## src/rtl/lsu_dmem_master_if.sv

```systemverilog
// rtl/lsu_dmem_master_if.sv - data memory bus between the load/store unit and dmem
interface lsu_dmem_master_if;
   logic        mem_req_valid;
   logic        mem_req_ready;
   logic        mem_we;
   logic [63:0] mem_addr;
   logic [63:0] mem_wdata;
   logic [7:0]  mem_wstrb;
   logic        mem_rsp_valid;
   logic [63:0] mem_rdata;

   modport master (
      output mem_req_valid, mem_we, mem_addr, mem_wdata, mem_wstrb,
      input  mem_req_ready, mem_rsp_valid, mem_rdata
   );

   modport slave (
      input  mem_req_valid, mem_we, mem_addr, mem_wdata, mem_wstrb,
      output mem_req_ready, mem_rsp_valid, mem_rdata
   );
endinterface

```

## src/rtl/lsu_dmem_master.sv

```systemverilog
// rtl/lsu_dmem_master.sv - RV64I load/store initiator for the 64-bit data memory
module lsu_dmem_master #(
   parameter int DMEM_DEPTH = 1024,
   parameter int XLEN       = 64
) (
   input  logic            clk,
   input  logic            rst,
   input  logic            req_valid,
   output logic            req_ready,
   input  logic            req_we,
   input  logic [1:0]      req_size,
   input  logic            req_unsigned,
   input  logic [XLEN-1:0] req_addr,
   input  logic [XLEN-1:0] req_wdata,
   output logic            rsp_valid,
   output logic [XLEN-1:0] rsp_rdata,
   output logic            rsp_err,
   lsu_dmem_master_if.master mem
);

   typedef enum logic [1:0] {
      S_IDLE,
      S_REQ,
      S_WAIT,
      S_RESP
   } state_t;

   state_t          state;
   logic            we_q;
   logic [1:0]      size_q;
   logic            unsigned_q;
   logic [2:0]      off_q;

   logic [XLEN-1:0] size_mask;
   logic [7:0]      strb_base;
   logic [XLEN-1:0] wdata_lane;
   logic [7:0]      wstrb_lane;
   logic            misaligned;
   logic            out_of_range;
   logic [XLEN-1:0] load_raw;
   logic [XLEN-1:0] load_ext;

   // Request-side decode, evaluated on the live core inputs at accept time.
   always_comb begin
      size_mask  = '1;
      strb_base  = 8'hFF;
      misaligned = 1'b0;
      case (req_size)
         2'b00: begin
            size_mask = 64'h0000_0000_0000_00FF;
            strb_base = 8'h01;
         end
         2'b01: begin
            size_mask  = 64'h0000_0000_0000_FFFF;
            strb_base  = 8'h03;
            misaligned = req_addr[0];
         end
         2'b10: begin
            size_mask  = 64'h0000_0000_FFFF_FFFF;
            strb_base  = 8'h0F;
            misaligned = |req_addr[1:0];
         end
         default: begin
            size_mask  = '1;
            strb_base  = 8'hFF;
            misaligned = |req_addr[2:0];
         end
      endcase
      wdata_lane   = (req_wdata & size_mask) << {req_addr[2:0], 3'b000};
      wstrb_lane   = strb_base << req_addr[2:0];
      out_of_range = (req_addr >> 3) >= 64'(DMEM_DEPTH);
   end

   // Response-side alignment uses the captured lane offset and size.
   always_comb begin
      load_raw = mem.mem_rdata >> {off_q, 3'b000};
      case (size_q)
         2'b00:   load_ext = {{56{~unsigned_q & load_raw[7]}},  load_raw[7:0]};
         2'b01:   load_ext = {{48{~unsigned_q & load_raw[15]}}, load_raw[15:0]};
         2'b10:   load_ext = {{32{~unsigned_q & load_raw[31]}}, load_raw[31:0]};
         default: load_ext = load_raw;
      endcase
   end

   always_ff @(posedge clk) begin
      if (rst) begin
         state             <= S_IDLE;
         req_ready         <= 1'b1;
         rsp_valid         <= 1'b0;
         rsp_rdata         <= '0;
         rsp_err           <= 1'b0;
         mem.mem_req_valid <= 1'b0;
         mem.mem_we        <= 1'b0;
         mem.mem_addr      <= '0;
         mem.mem_wdata     <= '0;
         mem.mem_wstrb     <= '0;
         we_q              <= 1'b0;
         size_q            <= 2'b00;
         unsigned_q        <= 1'b0;
         off_q             <= 3'b000;
      end else begin
         case (state)
            S_IDLE: begin
               if (req_valid) begin
                  req_ready  <= 1'b0;
                  we_q       <= req_we;
                  size_q     <= req_size;
                  unsigned_q <= req_unsigned;
                  off_q      <= req_addr[2:0];
                  if (misaligned || out_of_range) begin
                     state     <= S_RESP;
                     rsp_valid <= 1'b1;
                     rsp_err   <= 1'b1;
                     rsp_rdata <= '0;
                  end else begin
                     state             <= S_REQ;
                     mem.mem_req_valid <= 1'b1;
                     mem.mem_we        <= req_we;
                     mem.mem_addr      <= {req_addr[XLEN-1:3], 3'b000};
                     mem.mem_wdata     <= req_we ? wdata_lane : '0;
                     mem.mem_wstrb     <= req_we ? wstrb_lane : 8'h00;
                  end
               end
            end
            S_REQ: begin
               if (mem.mem_req_ready) begin
                  mem.mem_req_valid <= 1'b0;
                  state             <= S_WAIT;
               end
            end
            S_WAIT: begin
               if (mem.mem_rsp_valid) begin
                  state     <= S_RESP;
                  rsp_valid <= 1'b1;
                  rsp_err   <= 1'b0;
                  rsp_rdata <= we_q ? '0 : load_ext;
               end
            end
            S_RESP: begin
               state     <= S_IDLE;
               rsp_valid <= 1'b0;
               rsp_rdata <= '0;
               rsp_err   <= 1'b0;
               req_ready <= 1'b1;
            end
            default: state <= S_IDLE;
         endcase
      end
   end

endmodule

```

## src/flat_wrapper.sv

```systemverilog
// flat-port wrapper written by rule: the top's interface ports become plain ports
module lsu_dmem_master_flat 
#(
   parameter int DMEM_DEPTH = 1024,
   parameter int XLEN       = 64
)
  (clk, rst, req_valid, req_ready, req_we, req_size, req_unsigned, req_addr, req_wdata, rsp_valid, rsp_rdata, rsp_err, mem_mem_req_valid, mem_mem_we, mem_mem_addr, mem_mem_wdata, mem_mem_wstrb, mem_mem_req_ready, mem_mem_rsp_valid, mem_mem_rdata);
  lsu_dmem_master_if mem_i ();
  input  logic clk;
  input  logic rst;
  input  logic req_valid;
  output logic req_ready;
  input  logic req_we;
  input  logic [1:0] req_size;
  input  logic req_unsigned;
  input  logic [XLEN-1:0] req_addr;
  input  logic [XLEN-1:0] req_wdata;
  output logic rsp_valid;
  output logic [XLEN-1:0] rsp_rdata;
  output logic rsp_err;
  output wire logic [$bits(mem_i.mem_req_valid)-1:0] mem_mem_req_valid;
  output wire logic [$bits(mem_i.mem_we)-1:0] mem_mem_we;
  output wire logic [$bits(mem_i.mem_addr)-1:0] mem_mem_addr;
  output wire logic [$bits(mem_i.mem_wdata)-1:0] mem_mem_wdata;
  output wire logic [$bits(mem_i.mem_wstrb)-1:0] mem_mem_wstrb;
  input wire logic [$bits(mem_i.mem_req_ready)-1:0] mem_mem_req_ready;
  input wire logic [$bits(mem_i.mem_rsp_valid)-1:0] mem_mem_rsp_valid;
  input wire logic [$bits(mem_i.mem_rdata)-1:0] mem_mem_rdata;
  assign mem_mem_req_valid = mem_i.mem_req_valid;
  assign mem_mem_we = mem_i.mem_we;
  assign mem_mem_addr = mem_i.mem_addr;
  assign mem_mem_wdata = mem_i.mem_wdata;
  assign mem_mem_wstrb = mem_i.mem_wstrb;
  assign mem_i.mem_req_ready = mem_mem_req_ready;
  assign mem_i.mem_rsp_valid = mem_mem_rsp_valid;
  assign mem_i.mem_rdata = mem_mem_rdata;
  lsu_dmem_master #(.DMEM_DEPTH(DMEM_DEPTH), .XLEN(XLEN)) u_core (.clk(clk), .rst(rst), .req_valid(req_valid), .req_ready(req_ready), .req_we(req_we), .req_size(req_size), .req_unsigned(req_unsigned), .req_addr(req_addr), .req_wdata(req_wdata), .rsp_valid(rsp_valid), .rsp_rdata(rsp_rdata), .rsp_err(rsp_err), .mem(mem_i));
endmodule
```

## config.mk

```make
export PLATFORM = sky130hd
export DESIGN_NAME = lsu_dmem_master_flat
export DESIGN_NICKNAME = d
export VERILOG_FILES = /design/src/rtl/lsu_dmem_master_if.sv /design/src/rtl/lsu_dmem_master.sv /design/src/flat_wrapper.sv
export SDC_FILE = /design/constraint.sdc
export NUM_CORES = 1
export LEC_CHECK = 0
export CAP_MARGIN = 20
export CELL_PAD_IN_SITES_DETAIL_PLACEMENT = 0
export CELL_PAD_IN_SITES_GLOBAL_PLACEMENT = 1
export CORE_MARGIN = 4
export CORE_UTILIZATION = 32
export DETAILED_ROUTE_END_ITERATION = 10
export PLACE_DENSITY = 0.86
export SYNTH_ARGS = -nofsm -noshare
export SYNTH_HDL_FRONTEND = slang
export SYNTH_SLANG_ARGS = --single-unit
```

## constraint.sdc

```tcl
create_clock -name clk -period 6.63 [get_ports clk]
set_input_delay 0.663 -clock clk [delete_from_list [all_inputs] [get_ports clk]]
set_output_delay 0.663 -clock clk [all_outputs]
set_load 0.02 [all_outputs]
```

Word level (Yosys, flattened, before mapping)
Index checks and enable logic that the tools add are counted.
{"block": "op_classes", "n_mul": 0, "shift": 3, "n_div": 0, "order_cmp": 1, "addsub": 0, "n_reduce_logical": 15, "bitwise": 6, "n_mux": 28, "n_eq_ne": 12}
{"operator": "$pmux W64 S3", "n": 3}
{"operator": "$mux W64", "n": 5}
{"operator": "$and A64 B64 Y64", "n": 1}
{"operator": "$shl A64 B6 Y64", "n": 1}
{"operator": "$shr A64 B6 Y64", "n": 1}
{"operator": "$ge A61 B11 Y1 const B", "n": 1}
{"operator": "$pmux W8 S3", "n": 1}
{"operator": "$pmux W1 S3", "n": 3}
{"operator": "$eq A2 B2 Y1 const B", "n": 4}
{"operator": "$mux W1", "n": 8}
{"operator": "$mux W2", "n": 4}
{"operator": "$mux W8", "n": 1}
{"operator": "$ne A2 B2 Y1 const B", "n": 4}
{"operator": "$pmux W2 S4", "n": 1}
{"operator": "$reduce_and A4 Y1", "n": 2}
{"operator": "$shl A8 B3 Y8", "n": 1}
{"operator": "$eq A2 B1 Y1 const B", "n": 3}
{"operator": "$logic_not A2 Y1", "n": 3}
{"operator": "$reduce_and A3 Y1", "n": 2}
{"operator": "$pmux W1 S2", "n": 2}
{"operator": "$reduce_and A2 Y1", "n": 2}
{"operator": "$reduce_bool A2 Y1", "n": 2}
{"operator": "$and A1 B1 Y1", "n": 3}
{"operator": "$reduce_bool A3 Y1", "n": 1}
{"operator": "other kinds (5)", "n": 6}
{"block": "totals", "inputBits": 201, "latchBits": 0, "ramBits": 0, "mem_count": 0, "output_inout_bits": 205, "rom_bits": 0, "wordCells": 79, "regBits": 211}

Depth between registers and ports, before layout
Gate-level depths: netlist of run 1.
{"block": "depth", "ltp_word": 6, "depth_mapped": 10, "ltp_nobuf": 8}

Worst setup path before layout of run 1
Ideal clock, no wire load.
{"block": "synth_timing", "path_type": "input port to flip-flop", "startpoint": "input req_addr[0]", "endpoint": "register u_core.mem.mem_wdata[22]", "path_buffers": 3, "t_arrival_ps": 2539, "required_ps": 6559, "setup_ps": 71, "path_slack_ps": 4020, "cell_stages": 8, "path_cell_list": "buf_2 > or2_4 > a2111oi_4 > nand4_1 > buf_4 > buf_6 > or3_1 > a21oi_1"}
{"block": "synth_via", "elab_chain_len": 5, "word_cells_on_any_way": 8, "cone_classes": "shift: 1; mux: 2; bitwise: 1; reduce/logical: 4"}
{"element": "from (decl)", "line": "flat_wrapper.sv:16", "text": "input logic [XLEN-1:0] req_addr;"}
{"element": "branches (longest 5 deep; another with $shl A64 B6 Y64)"}
{"element": "to (signal assigned)", "line": "lsu_dmem_master.sv:120", "text": "mem.mem_wdata <= req_we ? wdata_lane : '0;"}
{"element": "to (decl)", "line": "lsu_dmem_master_if.sv:13", "text": "output mem_req_valid, mem_we, mem_addr, mem_wdata, mem_wstrb,"}
Parallel ways; which one is timed is not known.
A chain may end at the register's enable or synchronous reset.

Final worst setup path of run 1
{"block": "layout_timing", "startpoint": "register u_core.off_q[2]", "endpoint": "register u_core.rsp_rdata[26]"}
{"block": "layout_via", "elab_chain_len": 6, "word_cells_on_any_way": 7, "cone_classes": "shift: 1; mux: 4; bitwise: 2"}
{"element": "from (decl)", "line": "lsu_dmem_master.sv:32", "text": "logic [2:0] off_q;"}
{"element": "from (signal assigned)", "line": "lsu_dmem_master.sv:109", "text": "off_q <= req_addr[2:0];"}
{"element": "$shr A64 B6 Y64 (*)", "line": "lsu_dmem_master.sv:76", "text": "load_raw = mem.mem_rdata >> {off_q, 3'b000};"}
{"element": "$and A1 B1 Y1, on equally long branches", "line": "lsu_dmem_master.sv:79, lsu_dmem_master.sv:78"}
{"element": "$pmux W64 S3 (*)", "line": "lsu_dmem_master.sv:77", "text": "case (size_q)"}
{"element": "$mux W64 (*)", "line": "lsu_dmem_master.sv:136", "text": "rsp_rdata <= we_q ? '0 : load_ext;"}
{"element": "$mux W64 (*)", "line": "lsu_dmem_master.sv:132", "text": "if (mem.mem_rsp_valid) begin"}
{"element": "$pmux W64 S3 (*)", "line": "lsu_dmem_master.sv:102", "text": "case (state)"}
{"element": "to (signal assigned)", "line": "lsu_dmem_master.sv:136"}
{"element": "to (decl)", "line": "lsu_dmem_master.sv:16", "text": "output logic [XLEN-1:0] rsp_rdata,"}
Mark *: on every way between the ends. The rest lies on a longest branch, timed or not. The select of a mux whose other input is x is not followed.

==> impl_metrics.prom, run 1 <==
# TYPE chip_impl_metric gauge
chip_impl_metric{name="fillers",unit=""} 3109
chip_impl_info{name="rsz0062_at_grt",value="no"} 1
chip_impl_metric{name="finalWorstPathRequiredPeriod",unit="ns"} 3.24
chip_impl_metric{name="floorplan.initialDensity",unit="%"} 32.5
chip_impl_metric{name="postSynthRegisterBits",unit=""} 211
chip_impl_metric{name="clkLatencyLatePin",unit="ns"} 0.53
chip_impl_metric{name="fin_util",unit="%"} 48.4
chip_impl_metric{name="die_w",unit="µm"} 190
chip_impl_info{name="clock_tree_from_tritoncts",value="yes"} 1
chip_impl_metric{name="clock.fmax",unit="MHz"} 309
chip_impl_metric{name="viasPerCell",unit=""} 5.37
chip_impl_metric{name="mappedNetlistArea",unit="µm²"} 10600
chip_impl_metric{name="area_share_of_the_leading_cell_type_in_the_synthesized_netlist",unit="%"} 39.7
chip_impl_metric{name="via_count_of_the_first_global_routing_pass",unit=""} 10600
chip_impl_metric{name="cp_max_fo",unit=""} 29
chip_impl_metric{name="core",unit="µm²"} 32700
chip_impl_info{name="cts-root-buf",value="clkbuf_16"} 1
chip_impl_metric{name="finalCritPeriodShare",unit="%"} 48.9
chip_impl_metric{name="synthesis.instances",unit=""} 1213
chip_impl_metric{name="gpl.final_weighted_congestion",unit=""} 0.889
chip_impl_metric{name="xor_xnor_portion_of_the_synthesized_cell_area",unit="%"} 0
chip_impl_info{name="worstReg2RegEnd",value="u_core.rsp_rdata[26]"} 1
chip_impl_metric{name="postRouteWirelength",unit="µm"} 42600
chip_impl_metric{name="vias_after_detailed_routing",unit=""} 10800
chip_impl_info{name="synth.largest_area_cell",value="dfxtp_1"} 1
chip_impl_metric{name="power.share.combinational",unit="%"} 30.4
chip_impl_metric{name="first_pass_grt_wire_length",unit="µm"} 63900
chip_impl_metric{name="number_of_pins_with_negative_max_slew_slack_in_the_final_report",unit=""} 0
chip_impl_metric{name="synth.mux.area_fraction",unit="%"} 13.6
chip_impl_metric{name="sequential_share_of_the_synthesized_area",unit="%"} 39.7
chip_impl_metric{name="floorplan.rows",unit=""} 66
chip_impl_info{name="worstSetupEndpointType",value="register"} 1
chip_impl_metric{name="synth_cell_types",unit=""} 54
chip_impl_metric{name="ys.warnings.count",unit=""} 0
chip_impl_metric{name="clockPowerShare",unit="%"} 34.9
chip_impl_metric{name="power_per_cell_area",unit="nW/µm²"} 261
chip_impl_metric{name="total_leakage_power",unit="nW"} 5.80
chip_impl_metric{name="cts_bufs_inserted",unit=""} 25
chip_impl_metric{name="antenna_violating_nets_post_route",unit=""} 0
chip_impl_metric{name="postSynthAreaPerCell",unit="µm²"} 8.77
chip_impl_metric{name="n_antenna_cell",unit=""} 0
chip_impl_metric{name="finish.net_count",unit=""} 1759
chip_impl_metric{name="cts_sinks",unit=""} 211
chip_impl_metric{name="portBuffers",unit=""} 402
chip_impl_info{name="timing.critical_path.to",value="u_core.rsp_rdata[26]"} 1
chip_impl_metric{name="h-tree-depth",unit=""} 1
chip_impl_info{name="worst_setup_sp_type",value="register"} 1
chip_impl_metric{name="whs_path_depth",unit=""} 2
chip_impl_metric{name="finalSetupTns",unit="ns"} 0
chip_impl_metric{name="synth_compound_area_share",unit="%"} 24.2
chip_impl_metric{name="netSwitchingFraction",unit="%"} 32.8
chip_impl_metric{name="hold_violations",unit=""} 0
chip_impl_metric{name="avgRoutedWirePerCell",unit="µm"} 21.1
chip_impl_metric{name="post-dp-hpwl",unit="µm"} 31400
chip_impl_metric{name="area_of_the_die",unit="µm²"} 36200
chip_impl_metric{name="cts-hold-fix-buffers",unit=""} 0
chip_impl_metric{name="async_flop_share",unit="%"} 0
chip_impl_metric{name="setup-violations-final",unit=""} 0
chip_impl_metric{name="rrSetupSlack",unit="ns"} 3.39
chip_impl_metric{name="number_of_top_level_design_ports",unit=""} 406
chip_impl_metric{name="clockBufferDepth",unit=""} 3
chip_impl_metric{name="post_synthesis_share_of_cell_area_spent_on_and_or_nand_and_nor_gates",unit="%"} 17.1
chip_impl_metric{name="detailedRoute.firstIterationViolations",unit=""} 806
chip_impl_metric{name="critical_path_required",unit="ns"} 7.08
chip_impl_metric{name="worst_tran_pin_value",unit="ns"} 1.14
chip_impl_info{name="most_area_consuming_cells_after_synthesis",value="dfxtp_1, mux2_2, mux2i_1, a21oi_1, o2bb2ai_1"} 1
chip_impl_metric{name="clk_transition_reported_paths",unit="ns"} 0.06
chip_impl_info{name="cp-startpoint",value="u_core.off_q[2]"} 1
chip_impl_info{name="hold_path_class",value="register to register"} 1
chip_impl_metric{name="antenna_found_initial",unit=""} 0
chip_impl_metric{name="grt.overflow.total",unit=""} 0
chip_impl_metric{name="grt_util_all_layers",unit="%"} 22.1
chip_impl_info{name="synth_top_family_by_area",value="compound AO/OA/AOI/OAI gates"} 1
chip_impl_metric{name="cts.repair_timing.setup_buffer_count",unit=""} 0
chip_impl_info{name="crit_type",value="register to register"} 1
chip_impl_metric{name="number_of_enable_type_register_cells_in_the_synthesized_netlist",unit=""} 0
chip_impl_metric{name="drive_above_1_share",unit="%"} 9.55
chip_impl_metric{name="max_slew_margin",unit="%"} 23.8
chip_impl_metric{name="drt_pass1_iterations",unit=""} 5
chip_impl_metric{name="die_span_in_y",unit="µm"} 190
chip_impl_metric{name="worst_ir_drop_vdd",unit="V"} 0.000186
chip_impl_metric{name="critical_path_arrival",unit="ns"} 3.69
chip_impl_info{name="run_status",value="finished, final reports clean"} 1
chip_impl_metric{name="synthAdderAreaFrac",unit="%"} 0.588
chip_impl_metric{name="drc",unit=""} 0
chip_impl_metric{name="maximum_number_of_pins_on_one_net_before_global_route_repair",unit=""} 94
chip_impl_info{name="synth_flop_cell",value="dfxtp_1"} 1
chip_impl_metric{name="post_cts_resized",unit=""} 0
chip_impl_metric{name="r2r_cells",unit=""} 7
chip_impl_metric{name="maxCapViolations",unit=""} 0
chip_impl_metric{name="area.growth.synth_to_final",unit="%"} 48.9
chip_impl_metric{name="p_sw",unit="mW"} 1.36
chip_impl_metric{name="pwr-share-seq",unit="%"} 34.7
chip_impl_metric{name="skew",unit="ns"} 0.00963
chip_impl_info{name="regToRegStartpoint",value="u_core.off_q[2]"} 1
chip_impl_metric{name="power.internal",unit="mW"} 2.78
[worst min path at each step]
stage	from	to	slack, ns
global placement	u_core.mem.mem_addr[17]	u_core.mem.mem_addr[17]	0.44
floorplan	u_core.we_q	u_core.we_q	0.44
finish	u_core.mem.mem_wdata[16]	u_core.mem.mem_wdata[16]	0.45
CTS	u_core.mem.mem_wdata[16]	u_core.mem.mem_wdata[16]	0.46
detailed placement	u_core.mem.mem_addr[43]	u_core.mem.mem_addr[43]	0.44
global route	u_core.mem.mem_addr[63]	u_core.mem.mem_addr[63]	0.47
[stage by stage]
stage / power, mW / area (µm²) / hold slack (ns) / cells / worst slack [ns]
6_report: 4.13 / 15800 / 0.452 / 2013 / 3.39
3_5_place_dp: 2.69 / 14900 / 0.443 / 1964 / 3.07
4_1_cts: 4.15 / 15800 / 0.456 / 2009 / 3.32
5_1_grt: 4.31 / 15800 / 0.473 / 2013 / 3.18
3_3_place_gp: 2.69 / 14900 / 0.441 / 1964 / 3.09
2_1_floorplan: 2.17 / 10600 / 0.437 / 1215 / 4.02
[power by group through the flow]
stage | combinational (mW) | clock [mW] | sequential, mW
after floorplan | 0.635 | 0 | 1.54
after global placement | 1.22 | 0 | 1.46
after detailed placement | 1.23 | 0 | 1.46
after CTS | 1.24 | 1.47 | 1.43
after global routing | 1.34 | 1.52 | 1.45
final | 1.26 | 1.44 | 1.43
[Yosys cell counts, drive strengths merged (5+ instances only)]
master / count
dfxtp: 211
a21oi: 117
nor2: 117
clkbuf: 83
nand2: 82
mux2i: 66
mux2: 64
o2bb2ai: 57
and2: 53
a22oi: 42
o21ai: 36
buf: 29
nor2b: 26
a22o: 22
a211oi: 20
nor4: 19
nor3: 12
or3: 12
a32oi: 11
nand2b: 11
a31oi: 10
inv: 10
a21boi: 9
a221oi: 9
nand3b: 9
and3: 8
o21a: 8
o22ai: 8
nand3: 7
a221o: 6
a2bb2oi: 6
ha: 5
or2: 5
[cell type report]
cell class                      instances  area, µm²  area share [%]
Tap cell                              442        553            3.49
Inverter                               10       37.5           0.237
Sequential cell                       211       4230            26.7
Multi-Input combinational cell        882       5960            37.6
Clock buffer                           35        723            4.56
Clock inverter                         10        138           0.869
Timing Repair Buffer                  423       4200            26.5
[flip-flops by register name, summed over array words and instances (netlist names)]
signal                    flops
u_core.mem.mem_addr          61
u_core.mem.mem_req_valid      1
u_core.mem.mem_wdata         64
u_core.mem.mem_we             1
u_core.mem.mem_wstrb          8
u_core.off_q                  3
u_core.req_ready              1
u_core.rsp_err                1
u_core.rsp_rdata             64
u_core.rsp_valid              1
u_core.size_q                 2
u_core.state                  2
u_core.unsigned_q             1
u_core.we_q                   1
[worst max-delay path: stages (launching register included)]
cell and delay (ns):
dfxtp_1 0.68, buf_4 0.39, inv_2 0.25, mux4_2 0.43, nand3b_1 0.09, a21oi_1 0.91
a21oi_1 0.19, o2bb2ai_1 0.20
[cells by family after synthesis]
| family | after synthesis |
|---|---|
| AO/OA/AOI/OAI | 373 |
| adder cells (fa/ha/maj) | 5 |
| buffers and inverters | 122 |
| flip-flops | 211 |
| AND/OR/NAND/NOR | 368 |
| other | 1 |
| multiplexers | 133 |
[routing by layer]
layer  wire length [µm]  part of all wire (%)  track usage, %
met5                  0                     0               0
met4               1430                   3.3            6.77
met3               3730                   8.8            5.51
met2              19900                    47            36.5
met1              17500                    41            28.6
[cells in the final DEF (no fill, tap or decap), drive strengths merged, types with 26 or more instances in the layout]
| cell | netlist | routed |
|---|---|---|
| a21oi | 117 | 117 |
| a22oi | 42 | 42 |
| and2 | 53 | 53 |
| clkbuf | 83 | 37 |
| clkdlybuf4s50 | 0 | 398 |
| dfxtp | 211 | 211 |
| mux2 | 64 | 64 |
| mux2i | 66 | 66 |
| nand2 | 82 | 82 |
| nor2 | 117 | 117 |
| nor2b | 26 | 26 |
| o21ai | 36 | 36 |
| o2bb2ai | 57 | 57 |
Power figures use the tool's default switching activity.
==> run 2, diff against run 1 <==
==> constraint.sdc (replaced) <==
create_clock -name clk -period 3.35 [get_ports clk]
set_input_delay 0.335 -clock clk [delete_from_list [all_inputs] [get_ports clk]]
set_output_delay 0.335 -clock clk [all_outputs]
set_load 0.02 [all_outputs]
==> impl_metrics.prom, run 2 (synthesis gave the netlist of run 1 again) <==
# TYPE chip_impl_metric gauge
chip_impl_metric{name="area_of_the_die",unit="µm²"} 36200
chip_impl_metric{name="skew",unit="ns"} 0.0104
chip_impl_metric{name="area.growth.synth_to_final",unit="%"} 50.4
chip_impl_info{name="worstSetupEndpointType",value="register"} 1
chip_impl_metric{name="postRouteWirelength",unit="µm"} 43600
chip_impl_metric{name="maximum_number_of_pins_on_one_net_before_global_route_repair",unit=""} 82
chip_impl_metric{name="clk_transition_reported_paths",unit="ns"} 0.07
chip_impl_metric{name="cts-hold-fix-buffers",unit=""} 0
chip_impl_metric{name="antenna_found_initial",unit=""} 1
chip_impl_metric{name="via_count_of_the_first_global_routing_pass",unit=""} 10700
chip_impl_info{name="reg.largest.list",value="u_core.mem.mem_wdata x64, u_core.rsp_rdata x64, u_core.mem.mem_addr x61"} 1
chip_impl_info{name="path_cells",value="mux2_2, mux4_2, o21ai_0, a22oi_1, o21ai_2, buf_4, o2bb2ai_1"} 1
chip_impl_metric{name="drc",unit=""} 0
chip_impl_info{name="rsz0062_at_grt",value="no"} 1
chip_impl_metric{name="fillers",unit=""} 3099
chip_impl_metric{name="core",unit="µm²"} 32700
chip_impl_metric{name="number_of_top_level_design_ports",unit=""} 406
chip_impl_metric{name="setup_slack",unit="ns"} 0.927
chip_impl_info{name="crit_type",value="register to register"} 1
chip_impl_metric{name="number_of_pins_with_negative_max_slew_slack_in_the_final_report",unit=""} 0
chip_impl_metric{name="power_per_cell_area",unit="nW/µm²"} 515
chip_impl_metric{name="vias_after_detailed_routing",unit=""} 10800
chip_impl_metric{name="grt.overflow.total",unit=""} 0
chip_impl_metric{name="finalWorstPathRequiredPeriod",unit="ns"} 2.42
chip_impl_metric{name="place_ws",unit="ns"} 0.395
chip_impl_metric{name="floorplan.rows",unit=""} 66
chip_impl_info{name="cp_top_family",value="multiplexers"} 1
chip_impl_metric{name="post_cts_resized",unit=""} 0
chip_impl_metric{name="finish.instance_area",unit="µm²"} 16000
chip_impl_metric{name="worst_ir_drop_vdd",unit="V"} 0.000326
chip_impl_metric{name="portBuffers",unit=""} 402
chip_impl_metric{name="finish.net_count",unit=""} 1773
chip_impl_metric{name="antenna_violating_nets_post_route",unit=""} 0
chip_impl_metric{name="critical_path_arrival",unit="ns"} 2.81
chip_impl_metric{name="hold_violations",unit=""} 0
chip_impl_metric{name="worst_path_largest_cell_delay",unit="ns"} 0.50
chip_impl_metric{name="finalSetupTns",unit="ns"} 0
chip_impl_metric{name="drive_above_1_share",unit="%"} 10.4
chip_impl_metric{name="h-tree-depth",unit=""} 1
chip_impl_metric{name="die_w",unit="µm"} 190
chip_impl_metric{name="gpl.final_weighted_congestion",unit=""} 0.894
chip_impl_metric{name="maxCapViolations",unit=""} 0
chip_impl_metric{name="detailedRoute.firstIterationViolations",unit=""} 924
chip_impl_metric{name="drt_pass1_iterations",unit=""} 6
chip_impl_metric{name="post-dp-hpwl",unit="µm"} 32300
chip_impl_metric{name="avgRoutedWirePerCell",unit="µm"} 21.5
chip_impl_metric{name="dp.cells",unit=""} 1982
chip_impl_info{name="crit_path_top_delay_cell",value="mux4_2"} 1
chip_impl_metric{name="clkLatencyLatePin",unit="ns"} 0.52
chip_impl_metric{name="cts.repair_timing.setup_buffer_count",unit=""} 0
chip_impl_metric{name="viasPerCell",unit=""} 5.34
chip_impl_info{name="clock_tree_from_tritoncts",value="yes"} 1
chip_impl_metric{name="clock.fmax",unit="MHz"} 413
chip_impl_metric{name="finalNonFillerCells",unit=""} 2028
chip_impl_info{name="layout_commonest_cell",value="clkdlybuf4s50_1"} 1
chip_impl_info{name="run_status",value="finished, final reports clean"} 1
chip_impl_metric{name="design_power_total",unit="mW"} 8.24
chip_impl_metric{name="finalCritPeriodShare",unit="%"} 72.3
chip_impl_metric{name="grt_util_all_layers",unit="%"} 22.8
chip_impl_info{name="layout_common_cells",value="clkdlybuf4s50_1, dfxtp_1, nor2_1, a21oi_1, nand2_1"} 1
chip_impl_info{name="hold_path_class",value="primary input to register"} 1
chip_impl_metric{name="setup-violations-final",unit=""} 0
chip_impl_metric{name="clockBufferDepth",unit=""} 3
chip_impl_metric{name="fin_util",unit="%"} 48.9
chip_impl_info{name="cts-root-buf",value="clkbuf_16"} 1
chip_impl_metric{name="critPathBufInv",unit=""} 1
chip_impl_metric{name="total_leakage_power",unit="nW"} 5.88
chip_impl_metric{name="final.hold.worst_slack",unit="ns"} 0.144
chip_impl_metric{name="worst_tran_pin_value",unit="ns"} 0.917
chip_impl_info{name="worst_setup_sp_type",value="register"} 1
chip_impl_metric{name="cp_max_fo",unit=""} 32
chip_impl_metric{name="cts_sinks",unit=""} 211
chip_impl_metric{name="placedInstanceArea",unit="µm²"} 15100
chip_impl_metric{name="floorplan.initialDensity",unit="%"} 32.5
chip_impl_metric{name="first_pass_grt_wire_length",unit="µm"} 65700
chip_impl_metric{name="critical_path_required",unit="ns"} 3.74
chip_impl_metric{name="cts_bufs_inserted",unit=""} 24
chip_impl_metric{name="max_slew_margin",unit="%"} 38.6
chip_impl_metric{name="die_span_in_y",unit="µm"} 190
[run 2: cell types whose count changed in the layout (fill, tap and decap cells not counted)]
cell and delta:
clkbuf_4 -2, bufinv_16 +1, buf_12 +5, clkbuf_8 -1
buf_4 +14, diode_2 +1, clkbuf_1 -1, buf_16 -2
[run 2: final cells by class]
cell class,instances,area (µm²),share of cell area [%]
clock inverters,11,168,1.05
diodes,1,2.50,0.0156
clock buffers,33,706,4.41
well taps,442,553,3.46
flip-flops and latches,211,4230,26.4
multi-input cells,882,5960,37.3
inverters,10,37.5,0.235
repair buffers,438,4340,27.1
[run 2: power by group]
part           total, mW  switching [mW]  internal [mW]
Clock               2.87            1.09           1.78
Combinational       2.53            1.44           1.09
Sequential          2.84           0.144           2.70
Total               8.24            2.67           5.57
[run 2: path summary, 6_finish.rpt]
path | start | endpoint | slack (ns) | cells after the start
hold reg to reg | u_core.mem.mem_wdata[63] | u_core.mem.mem_wdata[63] | 0.46 | 2
setup reg to reg | u_core.off_q[1] | u_core.rsp_rdata[52] | 0.93 | 7
hold / removal | rst | u_core.we_q | 0.14 | 2
setup / recovery | u_core.off_q[1] | u_core.rsp_rdata[52] | 0.93 | 7
[run 2: layer usage]
metal / GRT usage, % / part of all wire [%] / wire length (µm)
met1: 29.5 / 41 / 17700
met2: 37.8 / 47 / 20500
met4: 6.99 / 3.2 / 1400
met5: 0 / 0 / 0
met3: 5.47 / 9.2 / 4010
